--- src/rtl/mem_lsu.sv ---
// ============================================================================
//  Module   : mem_lsu
//  Purpose  : Byte-serial load/store unit for the MEM stage. Memory
//             instructions stall the pipeline while the access is broken into
//             single-byte RAM cycles (little-endian). Non-memory instructions
//             pass straight through to writeback in the same cycle.
//  Option   : LSU_MISALIGN_TRAP_EN - when defined, misaligned half/word
//             accesses skip the RAM phase and raise 'misalign' in DONE.
//  Ports    : clk, rst (async, active-high)
//             req_valid/req_mem/req_we/req_size/req_unsigned  - request
//             req_addr/req_wdata/alu_result, rd_i/wreg_i       - operands
//             ram_din (read byte, 1-cycle latency), ram_addr/ram_wr/ram_dout
//             stallreq_from_mem, wb_data/wb_rd/wb_we, [misalign]
//  Revision : 1.0 - initial release
// ============================================================================
`default_nettype none

module mem_lsu (
  input  logic        clk,
  input  logic        rst,
  input  logic        req_valid,
  input  logic        req_mem,
  input  logic        req_we,
  input  logic [1:0]  req_size,
  input  logic        req_unsigned,
  input  logic [31:0] req_addr,
  input  logic [31:0] req_wdata,
  input  logic [31:0] alu_result,
  input  logic [4:0]  rd_i,
  input  logic        wreg_i,
  input  logic [7:0]  ram_din,
  output logic [31:0] ram_addr,
  output logic        ram_wr,
  output logic [7:0]  ram_dout,
  output logic        stallreq_from_mem,
  output logic [31:0] wb_data,
  output logic [4:0]  wb_rd,
`ifdef LSU_MISALIGN_TRAP_EN
  output logic        misalign,
`endif
  output logic        wb_we
);

  localparam logic [1:0] S_IDLE = 2'd0;
  localparam logic [1:0] S_XFER = 2'd1;
  localparam logic [1:0] S_DONE = 2'd2;

  logic [1:0]  r_state;
  logic [1:0]  w_next;
  logic [2:0]  r_cnt;
  logic [31:0] r_addr;
  logic [31:0] r_wdata;
  logic [1:0]  r_size;
  logic        r_uns;
  logic [4:0]  r_rd;
  logic        r_wreg;
  logic        r_we;
  logic [31:0] r_buf;
  logic        r_mis;

  logic        w_start;
  logic [2:0]  w_nbytes;
  logic        w_last;
  logic        w_req_mis;
  logic [1:0]  w_bidx;
  logic [31:0] w_ld_data;

  assign w_start = req_valid & req_mem;

  // Access length in bytes; size code 11 behaves as a word.
  always_comb begin
    case (r_size)
      2'b00:   w_nbytes = 3'd1;
      2'b01:   w_nbytes = 3'd2;
      default: w_nbytes = 3'd4;
    endcase
  end

  // Stores finish after N address cycles; loads need one extra cycle to
  // collect the byte returned for the final address.
  assign w_last = r_we ? (r_cnt == (w_nbytes - 3'd1)) : (r_cnt == w_nbytes);

  // Buffer slot for the byte arriving now (it belongs to address cnt-1).
  assign w_bidx = r_cnt[1:0] - 2'd1;

`ifdef LSU_MISALIGN_TRAP_EN
  always_comb begin
    case (req_size)
      2'b00:   w_req_mis = 1'b0;
      2'b01:   w_req_mis = req_addr[0];
      default: w_req_mis = (req_addr[1:0] != 2'b00);
    endcase
  end
`else
  assign w_req_mis = 1'b0;
`endif

  // Sign/zero extension of the assembled load.
  always_comb begin
    case (r_size)
      2'b00:   w_ld_data = {{24{~r_uns & r_buf[7]}}, r_buf[7:0]};
      2'b01:   w_ld_data = {{16{~r_uns & r_buf[15]}}, r_buf[15:0]};
      default: w_ld_data = r_buf;
    endcase
  end

  // --------------------------------------------------------------------------
  // State register
  // --------------------------------------------------------------------------
  always_ff @(posedge clk or posedge rst) begin
    if (rst) begin
      r_state <= S_IDLE;
    end else begin
      r_state <= w_next;
    end
  end

  // --------------------------------------------------------------------------
  // Next-state logic
  // --------------------------------------------------------------------------
  always_comb begin
    w_next = r_state;
    case (r_state)
      S_IDLE: begin
        if (w_start) begin
          w_next = w_req_mis ? S_DONE : S_XFER;
        end
      end
      S_XFER: begin
        if (w_last) begin
          w_next = S_DONE;
        end
      end
      S_DONE:  w_next = S_IDLE;
      default: w_next = S_IDLE;
    endcase
  end

  // --------------------------------------------------------------------------
  // Datapath registers: request capture, byte counter, load buffer
  // --------------------------------------------------------------------------
  always_ff @(posedge clk or posedge rst) begin
    if (rst) begin
      r_cnt   <= 3'd0;
      r_addr  <= 32'd0;
      r_wdata <= 32'd0;
      r_size  <= 2'd0;
      r_uns   <= 1'b0;
      r_rd    <= 5'd0;
      r_wreg  <= 1'b0;
      r_we    <= 1'b0;
      r_buf   <= 32'd0;
      r_mis   <= 1'b0;
    end else begin
      case (r_state)
        S_IDLE: begin
          if (w_start) begin
            r_cnt   <= 3'd0;
            r_addr  <= req_addr;
            r_wdata <= req_wdata;
            r_size  <= req_size;
            r_uns   <= req_unsigned;
            r_rd    <= rd_i;
            r_wreg  <= wreg_i;
            r_we    <= req_we;
            r_buf   <= 32'd0;
            r_mis   <= w_req_mis;
          end
        end
        S_XFER: begin
          r_cnt <= r_cnt + 3'd1;
          if (!r_we && (r_cnt != 3'd0)) begin
            r_buf[{w_bidx, 3'b000} +: 8] <= ram_din;
          end
        end
        S_DONE: begin
          r_cnt <= 3'd0;
          r_mis <= 1'b0;
        end
        default: begin
          r_cnt <= 3'd0;
        end
      endcase
    end
  end

  // --------------------------------------------------------------------------
  // Output logic. Reset forces every output low without waiting for a clock,
  // so the IDLE pass-through is also masked while rst is high.
  // --------------------------------------------------------------------------
  always_comb begin
    ram_addr          = 32'd0;
    ram_wr            = 1'b0;
    ram_dout          = 8'd0;
    stallreq_from_mem = 1'b0;
    wb_data           = 32'd0;
    wb_rd             = 5'd0;
    wb_we             = 1'b0;
`ifdef LSU_MISALIGN_TRAP_EN
    misalign          = 1'b0;
`endif
    if (!rst) begin
      case (r_state)
        S_IDLE: begin
          if (w_start) begin
            stallreq_from_mem = 1'b1;
          end else begin
            wb_data = alu_result;
            wb_rd   = rd_i;
            wb_we   = wreg_i & req_valid;
          end
        end
        S_XFER: begin
          stallreq_from_mem = 1'b1;
          if (r_we) begin
            ram_addr = r_addr + {29'd0, r_cnt};
            ram_wr   = 1'b1;
            ram_dout = r_wdata[{r_cnt[1:0], 3'b000} +: 8];
          end else if (r_cnt < w_nbytes) begin
            ram_addr = r_addr + {29'd0, r_cnt};
          end
        end
        S_DONE: begin
          wb_rd = r_rd;
          if (r_mis) begin
`ifdef LSU_MISALIGN_TRAP_EN
            misalign = 1'b1;
`endif
          end else begin
            wb_data = r_we ? 32'd0 : w_ld_data;
            wb_we   = r_wreg & ~r_we;
          end
        end
        default: ;
      endcase
    end
  end

endmodule

`default_nettype wire

--- config.mk ---
export PLATFORM = sky130hd
export DESIGN_NAME = mem_lsu
export DESIGN_NICKNAME = d
export VERILOG_FILES = /design/src/rtl/mem_lsu.sv
export SDC_FILE = /design/constraint.sdc
export NUM_CORES = 1
export LEC_CHECK = 0
export BUFFER_PORTS_ARGS = -buffer_cell sky130_fd_sc_hd__buf_4
export CELL_PAD_IN_SITES_DETAIL_PLACEMENT = 0
export CELL_PAD_IN_SITES_GLOBAL_PLACEMENT = 2
export CORE_ASPECT_RATIO = 1.75
export CORE_MARGIN = 1.5
export CORE_UTILIZATION = 28
export DETAILED_ROUTE_END_ITERATION = 8
export PLACE_DENSITY_LB_ADDON = 0.12
export SLEW_MARGIN = 40
export SYNTH_ARGS = -nofsm -noshare
export SYNTH_HDL_FRONTEND = slang
export SYNTH_SLANG_ARGS = --single-unit
--- constraint.sdc ---
create_clock -name clk -period 3.52 [get_ports clk]
set_clock_uncertainty 0.05 [all_clocks]
set_input_delay 0.704 -clock clk [delete_from_list [all_inputs] [get_ports clk]]
set_output_delay 0.704 -clock clk [all_outputs]
set_load 0.05 [all_outputs]
==> summary.md <==
| Metric | Value |
|---|---|
| Run status | `finished clean` |
| Arrival time of the worst setup path | `about 2.6 ns` |
| Final #Nets | `slightly above 900` |
| Yosys warns | `0` |
| ANT nets after route | `0` |
| Synth Flop Type | `dfrtp_1` |
| Via density | `5.02` |
| Fin cells | `1106` |
| Final setup fails | `0` |
| Core area | `between 20000 and 25000 sq um` |
| Ports | `a little under 200` |
| DRT iter0 DRCs | `between 200 and 300` |
| Post-synth EDFFs | `0` |
| Max Cap Viol | `0` |
| DP Wirelength | `16400 um` |
| Placer Congestion | `0.807` |
| Die Y | `202 um` |
| Mapped Cells | `between 600 and 700` |
| Leak | `~0.0037 uW` |
| Synth Cell Area | `approximately 6300 sq um` |
| Initial antenna violation count | `1` |
| First-pass GRT wire length | `32600 um` |
| PD cells | `roughly 830 nW/um^2` |
| CTS tree | `built` |
| Final Slew Violations | `0` |
| Worst-path fanout max | `23` |
| Final-layout fill cell count | `between 2000 and 2500` |
| Die area | `~24000 sq um` |
| Clk root buf | `clkbuf_16` |
| Global route total overflow | `0` |
| Final worst-path cycle share | `a little over nine tenths` |
| Hold crit path type | `in -> async` |
| Async SR Flop Fraction | `100%` |
| Kind of end point of the critical path | `primary output` |
| Longest Clk Path Bufs | `2` |
| Total wire length | `between 20000 and 25000 um` |
| Startpoint Class | `register` |
| Layout cells sized above 1 | `a little over two fifths` |
| Largest net degree at the start of global routing | `82` |
| Seq/Total Area, Yosys | `43.9%` |
| Cts bufs inserted | `9` |
| PortBufs | `197` |
| Pre-antenna DRT Iters | `4` |
| Final min period | `3.31 ns` |
| Syn nets | `between 700 and 800` |
| Cell variety after synth | `55` |
| Placed cells | `roughly 1100` |
| Initial Util | `between 20% and 30%` |
| Worst EP required | `2.77 ns` |
| Slew headroom | `around half` |
| Global router's overall resource usage | `a little under a fifth` |
| Seq cells post-synth | `111` |
| Setup TNS | `0 ns` |
| CTS Sinks | `between 100 and 150` |
| Drt wl/cell | `19.1 um` |
| Worst-path clk slew | `around 0.080 ns` |
| Final hold viol count | `0` |
| Cell row count | `72` |
| DR top layer | `met4` |
| Worst skew pair latency | `0.36 ns` |
| Area growth syn-to-layout | `36.0%` |
| Met2 Wirelength | `12000 um` |
| Metal-1 WL | `a little under 8000 um` |
| Vias in the first global route | `between 5000 and 6000` |
| Htree depth | `3` |
| Number of remaining DRC errors | `0` |
| Worst slew pin tran | `0.744 ns` |
| RSZ-0062 raised after global routing | `false` |
| Met3 Wirelength | `slightly above 700 um` |
| Die Wd | `approximately 120 um` |
| Syn Area/Cell | `just over 10 sq um` |
| CP Class | `reg -> out` |
| Peak supply drop | `roughly 270 uV` |
| Routed vias | `5549` |
| Fmax | `approximately 300 MHz` |
path summary, 6_finish.rpt:
kind | startpoint | to | slack (ns) | cells after the start
worst max-delay path | r_cnt[2]$_DFFE_PP0N_ | ram_addr[27] | 0.21 | 6
worst min-delay path | rst | r_addr[26]$_DFFE_PP0P_ | 0.37 | 2
worst max register to register | r_cnt[0]$_DFFE_PP0N_ | r_buf[4]$_DFFE_PP0P_ | 1.15 | 7
worst min register to register | r_buf[23]$_DFFE_PP0P_ | r_buf[23]$_DFFE_PP0P_ | 0.45 | 1
max in group asynchronous | rst | r_uns$_DFFE_PP0P_ | 2.39 | 3
min in group clk | r_buf[23]$_DFFE_PP0P_ | r_buf[23]$_DFFE_PP0P_ | 0.45 | 1
registers in the layout, indices dropped and copies added, names as in the netlist, 2 cells and up:
register  cells
r_addr       32
r_buf        32
r_wdata      32
r_rd          5
r_cnt         3
r_size        2
r_state       2
worst max-delay path, cell delays in order (launching register included):
cell     delay (ns)
dfrtp_1        0.44
ha_2           0.37
nand3_1        0.13
and2_2         0.35
or4_1          0.51
a21oi_1        0.16
buf_4          0.22
timing repair:
item                                   CTS  global route
hold buffers                             0             0
buffers inserted                         0             4
gates resized for setup                  4             6
endpoints found under the hold margin    0             0
setup endpoints to repair               10            10
pin swaps                                0             2
gates cloned                             0             0
metal layers:
layer	GRT usage, %	vias up
met4	7.92	0
met2	35.4	139
met3	2.25	32
met5	0	-
li1	-	2658
met1	19.1	2720
area by class of cell:
type / instances / area (sq um) / area share, %
Clock buffer: 11 / 243 / 2.82
Sequential cell: 111 / 2780 / 32.3
Antenna cell: 1 / 2.50 / 0.0291
Inverter: 11 / 45.0 / 0.524
Multi-Input combinational cell: 452 / 3420 / 39.8
Clock inverter: 5 / 57.6 / 0.670
Tap cell: 296 / 370 / 4.31
Timing Repair Buffer: 219 / 1680 / 19.5
through the flow:
step	worst slack, ns	hold WS [ns]	total power (uW)	utilization (%)	cell area, sq um
2_1_floorplan	0.0523	0.414	4850	-	6360
3_3_place_gp	0.319	0.432	5980	36.9	8190
5_1_grt	0.00812	0.383	7590	38.8	8600
3_5_place_dp	0.237	0.432	6070	37.1	8220
6_report	0.213	0.365	7100	38.8	8600
4_1_cts	0.00850	0.368	7150	38.5	8530
report_power, final:
part	switching, uW	leakage [uW]	total (uW)	internal, uW
Combinational	2320	0.00214	3810	1490
Sequential	454	0.00139	2240	1780
Clock	476	0.000138	1050	571
synthesized netlist by cell type, types with 8 or more instances:
| cell | n | area [sq um] |
|---|---|---|
| or4_1 | 13 | 97.6 |
| mux2_2 | 68 | 766 |
| a22o_1 | 17 | 149 |
| o31ai_1 | 12 | 90.1 |
| nand2_1 | 45 | 169 |
| ha_1 | 11 | 138 |
| a22oi_1 | 13 | 97.6 |
| nor2_1 | 44 | 165 |
| nand2b_1 | 20 | 125 |
| inv_1 | 11 | 41.3 |
| a21oi_1 | 28 | 140 |
| o21ai_0 | 53 | 265 |
| a32oi_1 | 17 | 149 |
| nand3_1 | 15 | 75.1 |
| dfrtp_1 | 111 | 2780 |
| clkbuf_1 | 24 | 90.1 |
| buf_2 | 13 | 65.1 |
| and3_1 | 12 | 75.1 |
| mux4_2 | 8 | 180 |
kinds of logic after synthesis:
| kind of cell | count (synthesis) | share of synthesized area [%] |
|---|---|---|
| AO/OA/AOI/OAI | 154 | 15.9 |
| XOR/XNOR | 8 | 1.11 |
| adder cells (fa/ha/maj) | 12 | 2.49 |
| buffers and inverters | 53 | 3.72 |
| flip-flops | 111 | 43.9 |
| multiplexers | 83 | 16.1 |
| AND/OR/NAND/NOR | 195 | 16.8 |
placed cells by master, fill, tap and decap left out, types with 8 or more instances in the layout:
cell type | synthesis | final
buf_4 | 1 | 214
dfrtp_1 | 111 | 110
mux2_2 | 68 | 68
o21ai_0 | 53 | 52
nand2_1 | 45 | 45
nor2_1 | 44 | 44
a21oi_1 | 28 | 22
nand2b_1 | 20 | 20
a32oi_1 | 17 | 17
a22o_1 | 17 | 17
nand3_1 | 15 | 15
or4_1 | 13 | 13
a22oi_1 | 13 | 13
and3_1 | 12 | 12
o31ai_1 | 12 | 12
inv_1 | 11 | 10
ha_1 | 11 | 10
clkbuf_16 | 0 | 9
mux4_2 | 8 | 8
(Power assumes the default switching activity.)
